[src/rtl/game_bcd_timer_pkg.sv]
// Shared state encodings, BCD constants and digit helpers for the game round timer.
package game_bcd_timer_pkg;

  typedef enum logic [1:0] {
    ST_IDLE    = 2'd0,
    ST_RUN     = 2'd1,
    ST_PAUSE   = 2'd2,
    ST_EXPIRED = 2'd3
  } state_e;

  localparam logic [11:0] BCD_ZERO  = 12'h000;
  localparam logic [3:0]  DIGIT_MAX = 4'd9;

  // Decrement a 3-digit BCD value by one; saturates at 000 so it can never wrap to 999.
  function automatic logic [11:0] bcd_dec(input logic [11:0] v);
    logic [11:0] r;
    r = v;
    if (v != BCD_ZERO) begin
      if (v[3:0] != 4'd0) begin
        r[3:0] = v[3:0] - 4'd1;
      end else begin
        r[3:0] = DIGIT_MAX;
        if (v[7:4] != 4'd0) begin
          r[7:4] = v[7:4] - 4'd1;
        end else begin
          r[7:4]  = DIGIT_MAX;
          r[11:8] = v[11:8] - 4'd1;
        end
      end
    end
    return r;
  endfunction

endpackage

[src/rtl/game_bcd_timer_tick_gen.sv]
// Prescaler for the round timer: counts enabled cycles and emits a one-cycle tick on wrap.
module game_tick_gen #(
  parameter int unsigned TICK_DIV = 50_000_000
) (
  input  logic i_Clk,
  input  logic i_Rst,
  input  logic i_En,
  input  logic i_Clr,
  output logic o_Tick
);

  localparam int unsigned   CW      = $clog2(TICK_DIV);
  localparam logic [CW-1:0] CNT_MAX = CW'(TICK_DIV - 1);

  logic [CW-1:0] cnt_q, cnt_d;

  // Only the enable advances the count, so a paused round resumes mid-period.
  always_comb begin
    cnt_d  = cnt_q;
    o_Tick = 1'b0;
    if (i_Clr) begin
      cnt_d = '0;
    end else if (i_En) begin
      if (cnt_q == CNT_MAX) begin
        cnt_d  = '0;
        o_Tick = 1'b1;
      end else begin
        cnt_d = cnt_q + 1'b1;
      end
    end
  end

  always_ff @(posedge i_Clk) begin
    if (i_Rst) begin
      cnt_q <= '0;
    end else begin
      cnt_q <= cnt_d;
    end
  end

endmodule

[src/rtl/game_bcd_timer.sv]
// 3-digit BCD countdown timer for a game round: load, start, pause/resume, expiry flag.
module game_bcd_timer
  import game_bcd_timer_pkg::*;
#(
  parameter int unsigned TICK_DIV  = 50_000_000,
  parameter logic [11:0] START_VAL = 12'h060
) (
  input  logic        i_Clk,
  input  logic        i_Rst,
  input  logic        i_Load,
  input  logic [11:0] i_LoadVal,
  input  logic        i_Start,
  input  logic        i_Pause,
  output logic [3:0]  o_Bcd0,
  output logic [3:0]  o_Bcd1,
  output logic [3:0]  o_Bcd2,
  output logic        o_Running,
  output logic        o_Expired,
  output logic        o_Done
);

  state_e      state_q, state_d;
  logic [11:0] digits_q, digits_d;
  logic        running_q, running_d;
  logic        expired_q, expired_d;
  logic        done_q, done_d;
  logic        tick;
  logic        tick_en;
  logic        tick_clr;
  logic [11:0] load_clamped;
  logic [11:0] digits_dec;

  genvar gi;
  generate
    for (gi = 0; gi < 3; gi++) begin : g_clamp
      assign load_clamped[gi*4 +: 4] =
        (i_LoadVal[gi*4 +: 4] > DIGIT_MAX) ? DIGIT_MAX : i_LoadVal[gi*4 +: 4];
    end
  endgenerate

  assign digits_dec = bcd_dec(digits_q);
  assign tick_en    = (state_q == ST_RUN);

  game_tick_gen #(
    .TICK_DIV (TICK_DIV)
  ) u_tick_gen (
    .i_Clk  (i_Clk),
    .i_Rst  (i_Rst),
    .i_En   (tick_en),
    .i_Clr  (tick_clr),
    .o_Tick (tick)
  );

  always_comb begin
    state_d  = state_q;
    digits_d = digits_q;
    done_d   = 1'b0;
    tick_clr = 1'b0;
    case (state_q)
      ST_IDLE: begin
        if (i_Load) begin
          digits_d = load_clamped;
        end else if (i_Start && (digits_q != BCD_ZERO)) begin
          state_d  = ST_RUN;
          tick_clr = 1'b1;
        end
      end
      ST_RUN: begin
        // A decrement coinciding with a pause is still applied before pausing.
        if (tick) begin
          digits_d = digits_dec;
        end
        if (tick && (digits_dec == BCD_ZERO)) begin
          state_d = ST_EXPIRED;
          done_d  = 1'b1;
        end else if (i_Pause) begin
          state_d = ST_PAUSE;
        end
      end
      ST_PAUSE: begin
        if (i_Pause) begin
          state_d = ST_RUN;
        end
      end
      ST_EXPIRED: begin
        if (i_Load) begin
          digits_d = load_clamped;
          state_d  = ST_IDLE;
        end else if (i_Start) begin
          digits_d = START_VAL;
          state_d  = ST_RUN;
          tick_clr = 1'b1;
        end
      end
      default: begin
        state_d = ST_IDLE;
      end
    endcase
    running_d = (state_d == ST_RUN);
    expired_d = (state_d == ST_EXPIRED);
  end

  always_ff @(posedge i_Clk) begin
    if (i_Rst) begin
      state_q   <= ST_IDLE;
      digits_q  <= START_VAL;
      running_q <= 1'b0;
      expired_q <= 1'b0;
      done_q    <= 1'b0;
    end else begin
      state_q   <= state_d;
      digits_q  <= digits_d;
      running_q <= running_d;
      expired_q <= expired_d;
      done_q    <= done_d;
    end
  end

  assign o_Bcd0    = digits_q[3:0];
  assign o_Bcd1    = digits_q[7:4];
  assign o_Bcd2    = digits_q[11:8];
  assign o_Running = running_q;
  assign o_Expired = expired_q;
  assign o_Done    = done_q;

endmodule

[config.mk]
export PLATFORM = sky130hd
export DESIGN_NAME = game_bcd_timer
export DESIGN_NICKNAME = d
export VERILOG_FILES = /design/src/rtl/game_bcd_timer_pkg.sv /design/src/rtl/game_bcd_timer_tick_gen.sv /design/src/rtl/game_bcd_timer.sv
export SDC_FILE = /design/constraint.sdc
export NUM_CORES = 1
export LEC_CHECK = 0
export BUFFER_PORTS_ARGS = -buffer_cell sky130_fd_sc_hd__clkbuf_2
export CAP_MARGIN = 10
export CORE_UTILIZATION = 65
export CTS_BUF_LIST = sky130_fd_sc_hd__clkbuf_2
export DETAILED_ROUTE_END_ITERATION = 6
export PLACE_DENSITY = 0.88
export SETUP_SLACK_MARGIN = 0.05
export SKIP_CTS_REPAIR_TIMING = 1
export SYNTH_ARGS = -nofsm -noshare
export SYNTH_HDL_FRONTEND = slang
export SYNTH_SLANG_ARGS = --single-unit
export TNS_END_PERCENT = 5
[constraint.sdc]
create_clock -name i_Clk -period 4.1 [get_ports i_Clk]
set_input_delay 0.82 -clock i_Clk [delete_from_list [all_inputs] [get_ports i_Clk]]
set_output_delay 0.82 -clock i_Clk [all_outputs]
set_load 0.03 [all_outputs]
==> summary.txt <==
Placer Congestion = 0.864
1st-pass router iterations = 5
power share of the combinational group = 34.0%
setup TNS = 0 ps
HPWL after detailed placement = 4.42 mm
synthesized flop and latch total = 43
Clock Power Share = 21.1%
fill count = 334
drt wl/cell = 15.8 um
Core Util, Final = 73.5%
worst hold path depth = 2
worst-case reg-to-reg path depth = 8
reg-to-reg slack, setup = 1410 ps
period utilization = 65.5%
share of cells above drive strength 1 = 15.7%
DR vias = 2,564
Synthesis Warnings = 0
RSZ-0062 raised after global routing = false
Internal Power = 0.000695 W
die area = 4430 um^2
Syn-to-layout area delta = 8.65%
Hold EP = u_tick_gen.cnt_q[1]
synthesized area per cell = 8.20 um^2
number of synthesized flops with an enable pin = 0
CP peak stage delay = 470 ps
post-synth net total = 356
port bufs = 31
Total Wirelength = 6.41 mm
Die X = 66.5 um
CP Capture Type = flip-flop
sequential share of the synthesized area = 31.8%
final net count = 381
CP max FO = 13
clock sink total = 43
hold wc startpoint = u_tick_gen.cnt_q[1]
Antenna Violating Nets Remaining = 0
core area = 4000 um^2
CTS tree = done
vias per cell = 6.32
final setup violation count = 0
cell area power density = 390 nW/um^2
CTS root buffer = clkbuf_2
max frequency = 372 MHz
max-slew violations = 0
total power = 0.00115 W
initial core utilization = 67.7%
Pleak = 1.07 nW
first-pass GRT wire length = 10.2 mm
Tot GR Track Use = 30.5%
Inserted Clock Buffers = 5
Worst-path clk slew = 230 ps
ys flop type = dfxtp_1
number of diodes = 0
maximum vdd ir drop = 256 uV
Ports = 32
minimum clock period = 2690 ps
max_slew headroom = 52.2%
total global routing overflow = 0
Crit Path Class = flip-flop to flip-flop
Final Skew = 35.0 ps
reg2reg end = digits_q[4]
critical path arrival = 3040 ps
nature of the critical path startpoint = flip-flop
H-Tree Depth = 2
min-delay worst type = flip-flop to flip-flop
row count = 23
slew of the pin with the lowest slew margin = 717 ps
DRC = 0
Final Hold Viols = 0
initial antenna violation count = 0
cell count after synthesis = 330
R2R Path Start = digits_q[8]
synth unique cells = 67
crit-path cells = inv_1 -> ha_1 -> nor3b_2 -> nand4_1 -> a211oi_1 -> buf_4 -> and2_1 -> a32o_1
switching pwr = 0.000450 W
Iter 0 DRT Violations = 227
FFs w/ async S/R, synth = 0%
Worst Path Required = 4450 ps
die span in y = 66.5 um
worst-skew pair later-pin latency = 430 ps
fraction of power consumed by sequential logic = 44.9%
Mapped Area = 2710 um^2
clock buffer depth = 2
switch share = 39.3%
run status = finished, final reports clean
largest net degree at the start of global routing = 25
Worst path slowest cell = nor3b_2
vias in the first global route = 2,264
Max-Cap Viols = 0
[critical path, delay by kind of cell (launching register included)]
kind / cells / cell delay [ps]
buffers and inverters: 2 / 360
AO/OA/AOI/OAI: 2 / 470
AND/OR/NAND/NOR: 3 / 1160
flip-flops: 1 / 410
adder cells (fa/ha/maj): 1 / 200
[layout by cell type (no fill, tap or decap), types with 6 or more instances in the layout]
cell      synthesis  layout
dfxtp_1          43      43
nor2_1           42      42
clkbuf_2          0      36
nand2_1          28      28
nand3_1          15      15
xor2_1           14      14
a21oi_1          14      14
xnor2_1          12      12
nor3_1           11      11
inv_1             9       9
nand2b_1          9       9
ha_1              9       9
nand4_1           8       8
a211oi_1          8       8
o21ai_0           7       7
nor4b_1           6       6
[through the flow]
stage                     instances  hold WS [ps]  worst slack, ps  instance area (um^2)
final                           406           547             1410                  2940
after global routing            406           560             1230                  2940
after CTS                       406           537             1480                  2940
after detailed placement        398           503             1450                  2880
after global placement          398           496             1480                  2880
after floorplan                 330           475             1740                  2710
[sequential cells by signal, summed over array words and instances, names as in the netlist]
name              flops
digits_q             12
state_q               2
o_Done                1
o_Running             1
o_Expired             1
u_tick_gen.cnt_q     26
[cells in the mapped netlist, drive strengths merged (2+ instances only)]
cell type,instances,area share (%)
a311oi,2,0.88
a31oi,2,0.46
nor3,11,2.0
a21o,4,1.1
xnor2,12,3.9
nor3b,3,1.0
nand3b,2,0.55
o21a,4,1.1
clkbuf,9,1.2
nor4b,6,1.9
ha,9,4.2
a32o,2,0.74
buf,7,1.3
a21oi,14,2.6
a211oi,8,2.2
xor2,14,4.5
o21ai,9,1.8
nand4,8,1.8
or4,5,1.7
o31ai,3,0.83
and3,4,1.1
dfxtp,43,32
nand2b,9,2.1
a2111oi,2,0.88
nand3,15,2.8
nor4,6,2.5
or4b,2,0.74
mux2,2,0.83
nor2,42,5.8
a211o,2,0.65
a22oi,4,1.1
nor2b,5,1.2
nand2,28,3.9
inv,9,1.2
nor4bb,2,0.74
[metal layers]
metal,vias up,global-route usage (%),part of all wire [%]
met1,1196,36.1,43
met3,23,6.34,4.4
met4,0,16.2,3.6
met2,85,51.5,49
li1,1260,-,-
met5,-,0,0
[cell type report]
class | count | area, um^2 | share of cell area, %
repair buffers | 34 | 178 | 6.04
multi-input cells | 262 | 1740 | 59.2
clock buffers | 5 | 25.0 | 0.851
clock inverters | 3 | 38.8 | 1.32
inverters | 9 | 33.8 | 1.15
flip-flops and latches | 43 | 861 | 29.3
well taps | 50 | 62.6 | 2.13
[worst max path at each step]
stage / from / to / slack (ps) / cells past startpoint
global placement: u_tick_gen.cnt_q[16] / digits_q[6] / 1480 / 5
finish: digits_q[8] / digits_q[4] / 1410 / 8
CTS: state_q[1] / u_tick_gen.cnt_q[21] / 1480 / 7
detailed placement: i_Load / u_tick_gen.cnt_q[23] / 1450 / 6
floorplan: i_Load / digits_q[4] / 1740 / 7
global route: digits_q[8] / digits_q[6] / 1230 / 8
[power by group through the flow]
stage,clock [W],sequential [W],combinational [W]
floorplan,0,0.000550,0.000259
global placement,0,0.000519,0.000371
detailed placement,0,0.000521,0.000380
CTS,0.000244,0.000513,0.000385
global route,0.000265,0.000521,0.000424
finish,0.000242,0.000514,0.000389
[cell families (layout without fill, tap and decap cells)]
family                     Yosys count  count (layout)  share of synthesized area (%)
and+or+nand+nor                    154             154                           31.6
DFF                                 43              43                           31.8
AOI/OAI and AO/OA                   70              70                           19.0
adders and majority gates            9               9                           4.16
xor gates and xnor gates            26              26                           8.41
muxes                                3               3                           1.20
buffers and inverters               25              51                           3.84
Note: power is estimated with default switching activity, not from simulation.
